### src/rtl/tdc_rd_pkg.sv
// rtl/tdc_rd_pkg.sv - shared types, constants and helpers for the multi-FIFO TDC reader
package tdc_rd_pkg;

   typedef enum logic [2:0] {
      S_IDLE, S_WAIT_EF, S_SETUP, S_STROBE, S_SETTLE, S_DONE, S_ABORT
   } state_t;

   localparam state_t RST_STATE = S_IDLE;
   localparam logic   RST_EF    = 1'b1;   // synchronizer powers up as "empty"

   function automatic int clog2(input int value);
      int r;
      r = 0;
      for (int i = 0; i < 31; i++)
         if ((1 << i) < value) r = i + 1;
      return (r < 1) ? 1 : r;
   endfunction

   // First requesting channel at or after ptr, wrapping at n (n <= 8).
   function automatic logic [2:0] rr_pick(input logic [7:0] req, input logic [2:0] ptr,
                                          input int n);
      logic [2:0] pick;
      logic       found;
      logic [3:0] idx;
      pick  = ptr;
      found = 1'b0;
      for (int i = 0; i < 8; i++) begin
         idx = 4'(ptr) + 4'(i);
         if (idx >= 4'(n)) idx = idx - 4'(n);
         if (i < n && !found && req[idx[2:0]]) begin
            pick  = idx[2:0];
            found = 1'b1;
         end
      end
      return pick;
   endfunction

endpackage

### src/rtl/tdc_out_fifo.sv
// rtl/tdc_out_fifo.sv - show-ahead synchronous FIFO holding tagged TDC words
module tdc_out_fifo #(
   parameter int W     = 8,
   parameter int DEPTH = 4
)(
   input  logic         clk,
   input  logic         reset_n,
   input  logic [W-1:0] wr_tdata,
   input  logic         wr_tvalid,
   output logic         wr_tready,
   output logic [W-1:0] rd_tdata,
   output logic         rd_tvalid,
   input  logic         rd_tready
);
   localparam int AW = $clog2(DEPTH);

   logic [W-1:0]  mem [DEPTH];
   logic [AW-1:0] wr_ptr, rd_ptr;
   logic [AW:0]   count;
   logic          do_push, do_pop;

   assign rd_tvalid = (count != '0);
   assign wr_tready = (count != (AW+1)'(DEPTH));
   assign do_pop    = rd_tready && rd_tvalid;
   // a pop in the same cycle frees the slot, so a full FIFO can still accept
   assign do_push   = wr_tvalid && (wr_tready || do_pop);
   assign rd_tdata  = rd_tvalid ? mem[rd_ptr] : '0;

   always_ff @(posedge clk) begin
      if (do_push) mem[wr_ptr] <= wr_tdata;
   end

   always_ff @(posedge clk or negedge reset_n) begin
      if (!reset_n) begin
         wr_ptr <= '0;
         rd_ptr <= '0;
         count  <= '0;
      end else begin
         if (do_push) wr_ptr <= wr_ptr + 1'b1;
         if (do_pop)  rd_ptr <= rd_ptr + 1'b1;
         case ({do_push, do_pop})
            2'b10:   count <= count + 1'b1;
            2'b01:   count <= count - 1'b1;
            default: count <= count;
         endcase
      end
   end

endmodule

### src/rtl/tdc_multi_fifo_reader.sv
// rtl/tdc_multi_fifo_reader.sv - round-robin burst reader for NUM_CH TDC FIFOs on one shared read bus
module tdc_multi_fifo_reader
   import tdc_rd_pkg::*;
#(
   parameter int NUM_CH    = 2,
   parameter int DATA_W    = 28,
   parameter int ADDR_W    = 4,
   parameter int RDN_LOW   = 2,
   parameter int EF_SETTLE = 3,
   parameter int MAX_WORDS = 8,
   parameter int TIMEOUT   = 255,
   parameter int OUT_DEPTH = 4,
   localparam int CH_W     = clog2(NUM_CH)
)(
   input  logic              clk,
   input  logic              reset_n,
   input  logic              read,
   input  logic [ADDR_W-1:0] addr_in,
   input  logic [DATA_W-1:0] data_in,
   input  logic [NUM_CH-1:0] EF,
   output logic              CSN,
   output logic              RDN,
   output logic [ADDR_W-1:0] addr_out,
   output logic [DATA_W-1:0] data_out,
   output logic [CH_W-1:0]   ch_out,
   output logic [ADDR_W-1:0] addr_tag,
   output logic              out_valid,
   input  logic              out_ready,
   output logic              busy,
   output logic              timeout_err,
   output logic              AluTrigger
);
   localparam int TW = clog2(TIMEOUT + 1);
   localparam int SW = clog2(((RDN_LOW > EF_SETTLE) ? RDN_LOW : EF_SETTLE) + 1);
   localparam int WW = clog2(MAX_WORDS + 1);
   localparam int FW = CH_W + ADDR_W + DATA_W;

   state_t            state, state_nx;
   logic [NUM_CH-1:0] ef_s1, ef_s2;
   logic [ADDR_W-1:0] base_q;
   logic [CH_W-1:0]   ch_q, rr_ptr, pick;
   logic [TW-1:0]     timer;
   logic [SW-1:0]     sub_cnt;
   logic [WW-1:0]     word_cnt;
   logic [7:0]        req8;
   logic              any_low, strobe_last, settle_last, more, fifo_ready;
   logic [FW-1:0]     fifo_dout;

   always_comb begin
      req8 = '0;
      req8[NUM_CH-1:0] = ~ef_s2;
   end

   assign any_low     = |(~ef_s2);
   assign pick        = CH_W'(rr_pick(req8, 3'(rr_ptr), NUM_CH));
   assign strobe_last = (state == S_STROBE) && (sub_cnt == SW'(RDN_LOW - 1));
   assign settle_last = (state == S_SETTLE) && (sub_cnt == SW'(EF_SETTLE - 1));
   assign more        = (word_cnt < WW'(MAX_WORDS)) && any_low;

   always_comb begin
      state_nx = state;
      case (state)
         S_IDLE:    if (read) state_nx = S_WAIT_EF;
         S_WAIT_EF: if (any_low) state_nx = S_SETUP;
                    else if (timer == TW'(TIMEOUT)) state_nx = S_ABORT;
         S_SETUP:   if (fifo_ready) state_nx = S_STROBE;
         S_STROBE:  if (strobe_last) state_nx = S_SETTLE;
         S_SETTLE:  if (settle_last) state_nx = more ? S_SETUP : S_DONE;
         default:   state_nx = S_IDLE;
      endcase
   end

   always_ff @(posedge clk or negedge reset_n) begin
      if (!reset_n) begin
         state       <= RST_STATE;
         ef_s1       <= {NUM_CH{RST_EF}};
         ef_s2       <= {NUM_CH{RST_EF}};
         base_q      <= '0;
         ch_q        <= '0;
         rr_ptr      <= '0;
         timer       <= '0;
         sub_cnt     <= '0;
         word_cnt    <= '0;
         timeout_err <= 1'b0;
      end else begin
         state <= state_nx;
         ef_s1 <= EF;
         ef_s2 <= ef_s1;
         case (state)
            S_IDLE: if (read) begin
               base_q      <= addr_in;
               timeout_err <= 1'b0;
               word_cnt    <= '0;
               timer       <= '0;
            end
            S_WAIT_EF: if (any_low) ch_q <= pick;
                       else timer <= timer + 1'b1;
            S_STROBE: if (strobe_last) begin
               sub_cnt  <= '0;
               word_cnt <= word_cnt + 1'b1;
               rr_ptr   <= (ch_q == CH_W'(NUM_CH - 1)) ? '0 : ch_q + 1'b1;
            end else begin
               sub_cnt <= sub_cnt + 1'b1;
            end
            // rr_ptr was advanced at the end of the strobe, so pick is already fair here
            S_SETTLE: if (settle_last) begin
               sub_cnt <= '0;
               if (more) ch_q <= pick;
            end else begin
               sub_cnt <= sub_cnt + 1'b1;
            end
            S_ABORT: timeout_err <= 1'b1;
            default: ;
         endcase
      end
   end

   assign CSN        = !((state == S_SETUP) || (state == S_STROBE));
   assign RDN        = (state != S_STROBE);
   assign addr_out   = base_q + ADDR_W'(ch_q);
   assign busy       = (state != S_IDLE);
   assign AluTrigger = (state == S_DONE);

   tdc_out_fifo #(
      .W     (FW),
      .DEPTH (OUT_DEPTH)
   ) u_out_fifo (
      .clk       (clk),
      .reset_n   (reset_n),
      .wr_tdata  ({ch_q, addr_out, data_in}),
      .wr_tvalid (strobe_last),
      .wr_tready (fifo_ready),
      .rd_tdata  (fifo_dout),
      .rd_tvalid (out_valid),
      .rd_tready (out_ready)
   );

   assign {ch_out, addr_tag, data_out} = fifo_dout;

endmodule

### config.mk
export PLATFORM = sky130hd
export DESIGN_NAME = tdc_multi_fifo_reader
export DESIGN_NICKNAME = d
export VERILOG_FILES = /design/src/rtl/tdc_rd_pkg.sv /design/src/rtl/tdc_out_fifo.sv /design/src/rtl/tdc_multi_fifo_reader.sv
export SDC_FILE = /design/constraint.sdc
export NUM_CORES = 1
export LEC_CHECK = 0
export CAP_MARGIN = 10
export CORE_ASPECT_RATIO = 0.6
export CORE_MARGIN = 2
export CORE_UTILIZATION = 56
export CTS_CLUSTER_DIAMETER = 40
export CTS_CLUSTER_SIZE = 10
export DETAILED_ROUTE_END_ITERATION = 16
export PLACE_DENSITY = 0.81
export SLEW_MARGIN = 20
export SYNTH_ARGS = -nofsm -noshare
export SYNTH_HDL_FRONTEND = slang
export SYNTH_SLANG_ARGS = --single-unit
### constraint.sdc
create_clock -name clk -period 2.8 [get_ports clk]
set_input_delay 0.42 -clock clk [delete_from_list [all_inputs] [get_ports clk]]
set_output_delay 0.42 -clock clk [all_outputs]
set_load 0.01 [all_outputs]
## Yosys cells after proc, flatten, opt, wreduce, memory -nomap -nowiden

Memory sizes are Yosys's and may differ from the RTL's.
Cells that the tools add are included.

- Flip-flop bits (word level): 35
- Bits in writable memories: 132
- Input bits: 38
- Output and inout port bits: 43
- Word-level logic and storage cells: 117
- Memories kept: 1

Memory list:

| name | words | width | rd ports | clocked after Yosys merged registers in | write ports | RTL line | text |
|---|---|---|---|---|---|---|---|
| u_out_fifo.mem | 4 | 33 | 1 | 0 | 1 | tdc_out_fifo.sv:17 | `logic [W-1:0] mem [DEPTH];` |

- Add/sub/neg operators: 12
- Magnitude comparators: 5
- Equal/unequal tests: 21
- Multiplexer cells: 37
- Bitwise gates (word level): 1
- Reduce and logical (&&, ||, !) cells: 27

Operators by type and width:

| kind | number |
|---|---|
| 33-bit two-way mux | 1 |
| 3-bit two-way mux | 9 |
| 8-bit two-way mux | 2 |
| 8-bit case mux with 2 select lines | 1 |
| 3-bit case mux with 5 select lines | 1 |
| 1-bit two-way mux | 12 |
| 2-bit nonzero test | 6 |
| 2-bit != test, second input constant | 5 |
| 3-bit == test, second input constant | 3 |
| 8-bit by 1-bit adder with 8-bit output, second input constant | 1 |
| 8-bit == test, second input constant | 1 |
| 3-bit by 4-bit less-than comparator with 1-bit output, second input constant | 2 |
| 4-bit two-way mux | 2 |
| 4-bit case mux with 2 select lines | 1 |
| 2-bit by 1-bit adder with 2-bit output, second input constant | 3 |
| 1-bit binary-select mux with 3-bit select | 2 |
| 3-bit by 2-bit == test with 1-bit output, second input constant | 2 |
| 1-bit logical AND | 6 |
| 3-bit != test, second input constant | 2 |
| 3-bit case mux with 2 select lines | 1 |
| 2-bit AND reduction | 3 |
| 3-bit AND reduction | 2 |
| 3-bit nonzero test | 2 |
| 5-bit AND reduction | 1 |
| 25 further kinds | 32 |

## Depth between registers and ports, before layout

- Depth after elaboration: 11
- Depth in mapped cells: 11

## Hierarchy

A second synthesis with hierarchy kept.

- Cell total of the unflattened synthesis: 392
- Area total of the unflattened synthesis: 6,920.4 um^2

Modules (own cells, without submodules):

| module | instances | cells an instance | area an instance (um^2) | sequential area each (um^2) |
|---|---|---|---|---|
| tdc_out_fifo | 1 | 247 | 5,427.7 | 4,139.0 |
| tdc_multi_fifo_reader | 1 | 145 | 1,492.7 | 705.7 |

## Worst setup path before layout

OpenSTA, ideal clock, no wires.

- Kind: flip-flop to flip-flop
- From: register state[2]
- To: memory u_out_fifo.mem[0][0] (netlist name), enable pin
- Setup time: 0.393 ns
- Arrival time: 2.034 ns
- Path slack: 0.373 ns
- Cell stages (with the launch flop): 5
- Cells stage by stage: dfrtp_1 > nand2b_1 > nor3_2 > o21a_1 > and2_1

- Cells in the longest elaborated chain, start to end: 5

RTL lines:

| element | RTL line | text |
|---|---|---|
| start, declared | tdc_multi_fifo_reader.sv:38 | `state_t state, state_nx;` |
| start signal, assigned | tdc_multi_fifo_reader.sv:86 | `state <= state_nx;` |
| 3-bit by 2-bit == test with 1-bit output | tdc_multi_fifo_reader.sv:56 | `assign strobe_last = (state == S_STROBE) && (sub_cnt == SW'(RDN_LOW - 1));` |
| 1-bit logical AND | tdc_multi_fifo_reader.sv:56 |  |
| 1-bit logical AND | tdc_out_fifo.sv:26 | `assign do_push = wr_tvalid && (wr_tready \|\| do_pop);` |
| 1-bit two-way mux | tdc_out_fifo.sv:30 | `if (do_push) mem[wr_ptr] <= wr_tdata;` |
| 1-bit two-way mux (implied by the code) | tdc_out_fifo.sv:30 |  |
| end, declared | tdc_out_fifo.sv:17 |  |

Every way passes these cells.

## Worst setup path after layout

- From: register u_out_fifo.rd_ptr[1]
- To: output addr_tag[0]

- Cells in the longest elaborated chain, start to end: 2

RTL lines:

| element | RTL line | text |
|---|---|---|
| start, declared | tdc_out_fifo.sv:18 | `logic [AW-1:0] wr_ptr, rd_ptr;` |
| start signal, assigned | tdc_out_fifo.sv:40 | `if (do_pop) rd_ptr <= rd_ptr + 1'b1;` |
| memory read 4 x 33 bit | - |  |
| 33-bit two-way mux | tdc_out_fifo.sv:27 | `assign rd_tdata = rd_tvalid ? mem[rd_ptr] : '0;` |
| end, declared | tdc_multi_fifo_reader.sv:26 | `output logic [ADDR_W-1:0] addr_tag,` |

Every way passes these cells.

==> flow_summary.json <==
{
  "clk_pin_slew_ps": 60,
  "synthCells": 388,
  "pin_count": 81,
  "via_per_inst": 5.61,
  "synth.distinct_cells": 51,
  "synth_edf_count": 132,
  "cts_root_buffer": "clkbuf_16",
  "synth_top_cell_by_area": "edfxtp_1",
  "cap_violations": 0,
  "status": "complete, no violations",
  "synth_area_mm2": 0.00683,
  "leakage_nw": 3.06,
  "final_nets": 537,
  "cp_num_buf_inv": 2,
  "hp-class": "reg2reg",
  "crit_chain": "buf_12 -> mux4_2 -> and2_1 -> clkdlybuf4s50_1",
  "initial_core_util_pct": 56.9,
  "crit_fanout": 21,
  "coreArea_mm2": 0.0120,
  "intPower_mw": 6.06,
  "share_comb_of_total_power_pct": 36.9,
  "floorplan.rows": 31,
  "wirelength_um": 13300,
  "finalSetupTns_ps": 0,
  "dieArea_mm2": 0.0131,
  "diodes": 0,
  "finalNonFillerCells": 667,
  "dp_cells": 635,
  "fill_cells": 726,
  "critPathKind": "reg2out",
  "tightestPinTransition_ps": 575,
  "critPathRequiredTime_ps": 2380,
  "die_h_um": 89.5,
  "grt-ovfl-total": 0,
  "powerDensity_mw_per_mm2": 1000,
  "cts_buffers": 17,
  "final_cell_area_mm2": 0.00856,
  "placed_area_mm2": 0.00797,
  "fmax_mhz": 373,
  "cts_tree": "built",
  "maxSlewHeadroom_pct": 61.3,
  "skew_ps": 9.02,
  "avgSynthCellArea_um2": 17.6,
  "slew_violations": 0,
  "worstSetupStartpointType": "register",
  "critPathArrivalTime_ps": 2260,
  "wl_per_cell_um": 19.9,
  "post-route-period-util_pct": 95.8,
  "ir_worst_vdd_v": 0.000564,
  "hold_viol": 0,
  "fin_ws_ps": 118,
  "synthFlopType": "edfxtp_1",
  "grtUsageTotal_pct": 22.0,
  "seqPwrFrac_pct": 37.5,
  "dp_slack_ps": 451,
  "insertion_delay_ps": 410,
  "ant_nets": 0,
  "clock_power_share_pct": 25.6,
  "post_cts_buffers": 0,
  "synth_nets": 436,
  "gp_congestion": 0.790,
  "synth_seq_cells": 167,
  "area_growth_pct": 25.4,
  "post-route-util_pct": 71.4,
  "h-tree-depth": 4,
  "crit_family": "buffers and inverters",
  "setup_violations": 0,
  "drt-initial-drc-count": 356,
  "rsz0062_at_grt": "false",
  "grt_pass1_wl_um": 20800,
  "p_sw_mw": 2.53,
  "ys_seq_area_share_pct": 71.0,
  "drive_above_1_share_pct": 20.1,
  "finalCriticalPeriod_ps": 2680,
  "max_stage_delay_ps": 620,
  "clockBufferDepth": 2,
  "port_buffers": 80,
  "end_kind": "output pin",
  "dp_hpwl_um": 8630,
  "die_w_um": 147,
  "grt_pass1_vias": 3706,
  "cts_sinks": 167,
  "ys_async_sr_fraction_pct": 21.0,
  "p_sw_share_pct": 29.5,
  "yosysWarnings": 0,
  "cp_slowest_cell": "dfrtp_2",
  "synthTopCellsByArea": "edfxtp_1 (58%), dfrtp_1 (11%), mux4_2 (11%)",
  "holdBufCountCts": 0,
  "grt_antenna_before_repair": 0,
  "drc": 0,
  "synth_top_cell_area_share_pct": 58.1,
  "grt_max_degree": 36,
  "dr.pass1.iters": 6,
  "dr_total_vias": 3744
}
[flip-flops by register name, summed over array words and instances (netlist names), 3 cells and up]
signal / cells
timer: 8
word_cnt: 4
u_out_fifo.count: 3
base_q: 4
state: 3
u_out_fifo.mem: 132
[final timing paths]
path | start | end | slack (ps) | cells after the start
worst max register to register | u_out_fifo.count[0]$_DFFE_PN0P_ | u_out_fifo.count[2]$_DFFE_PN0P_ | 530 | 9
worst min-delay path | ef_s1[1]$_DFF_PN1_ | ef_s2[1]$_DFF_PN1_ | 350 | 0
min in group asynchronous | reset_n | sub_cnt[0]$_DFFE_PN0P_ | 410 | 2
worst min register to register | ef_s1[1]$_DFF_PN1_ | ef_s2[1]$_DFF_PN1_ | 350 | 0
max in group asynchronous | reset_n | ef_s1[1]$_DFF_PN1_ | 2030 | 2
worst max-delay path | u_out_fifo.rd_ptr[1]$_DFFE_PN0P_ | addr_tag[0] | 120 | 4
[per-layer routing]
| layer | track usage (%) | routed length, um |
|---|---|---|
| met2 | 31.7 | 5950 |
| met3 | 7.04 | 925 |
| met4 | 5.91 | 196 |
| met5 | 0 | 0 |
| met1 | 32.9 | 6210 |
[worst reg2reg max path, stage by stage, from the launching register on]
cell	delay (ps)
dfrtp_1	410
or3b_1	410
o21a_1	270
inv_1	90
ha_1	170
inv_1	70
fa_1	370
xor2_1	150
nor2_1	120
xor2_1	150
[layout by cell type, fill, tap and decap left out, types with 3 or more instances in the layout]
master	count
dfstp_2	4
nand4_1	3
nor2b_1	4
edfxtp_1	132
o21ai_0	8
mux4_2	33
buf_12	5
clkbuf_8	3
buf_4	13
clkdlybuf4s50_1	80
and3_1	5
nand2b_1	4
clkbuf_16	19
nand2_1	10
nand3_1	5
and2_1	34
xnor2_1	4
mux2_1	4
nor2_1	18
inv_1	9
clkbuf_1	5
xor2_1	9
a21oi_1	6
dfrtp_1	29
and2_2	4
ha_1	9
[power groups by stage]
stage	Sequential, mW	Combinational, mW	Clock (mW)
final	3.22	3.17	2.20
after global routing	3.25	3.44	2.35
after CTS	3.22	3.19	2.24
after detailed placement	3.26	3.15	0
after global placement	3.24	3.09	0
after floorplan	3.17	1.85	0
[through the flow]
step / power, mW / hold slack [ps]
floorplan: 5.02 / 124
detailed placement: 6.40 / 347
global route: 9.05 / 362
finish: 8.60 / 355
global placement: 6.33 / 347
CTS: 8.65 / 356
[cell usage after synthesis (2+ instances only)]
library cell,count
a21oi_1,6
and2_1,38
and3_1,5
buf_2,7
clkbuf_1,8
dfrtp_1,31
dfstp_2,4
edfxtp_1,132
ha_1,9
inv_1,9
mux2_1,4
mux2_2,2
mux2i_1,2
mux4_2,33
nand2_1,10
nand2b_1,4
nand3_1,5
nand4_1,3
nor2_1,18
nor2b_1,4
nor3_1,2
o21a_1,2
o21ai_0,8
or3_1,2
xnor2_1,5
xor2_1,10
[repair_timing]
item,in CTS,in global routing
resized for setup,0,4
endpoints found under the hold margin,0,0
endpoints found under the setup margin,0,25
[cell families (layout without fill, tap and decap cells)]
group           after synthesis  after routing  synth area share (%)
mux                          41             41                  12.2
buf+inv                      26            140                  1.67
compound gates               28             28                  2.77
simple gates                101            101                  8.54
flops                       167            167                  71.0
fa+ha+maj                    10             10                  1.94
xor+xnor                     15             15                  1.92
[layout make-up]
cell class | count | area, um^2 | share of cell area, %
clock buffer | 27 | 536 | 6.26
clock inverter | 5 | 33.8 | 0.395
inverter | 9 | 33.8 | 0.395
multi-input combinational | 195 | 1890 | 22.1
sequential | 167 | 4850 | 56.6
tap | 165 | 206 | 2.41
timing repair buffer | 99 | 1010 | 11.8
Power figures use the tool's default switching activity.
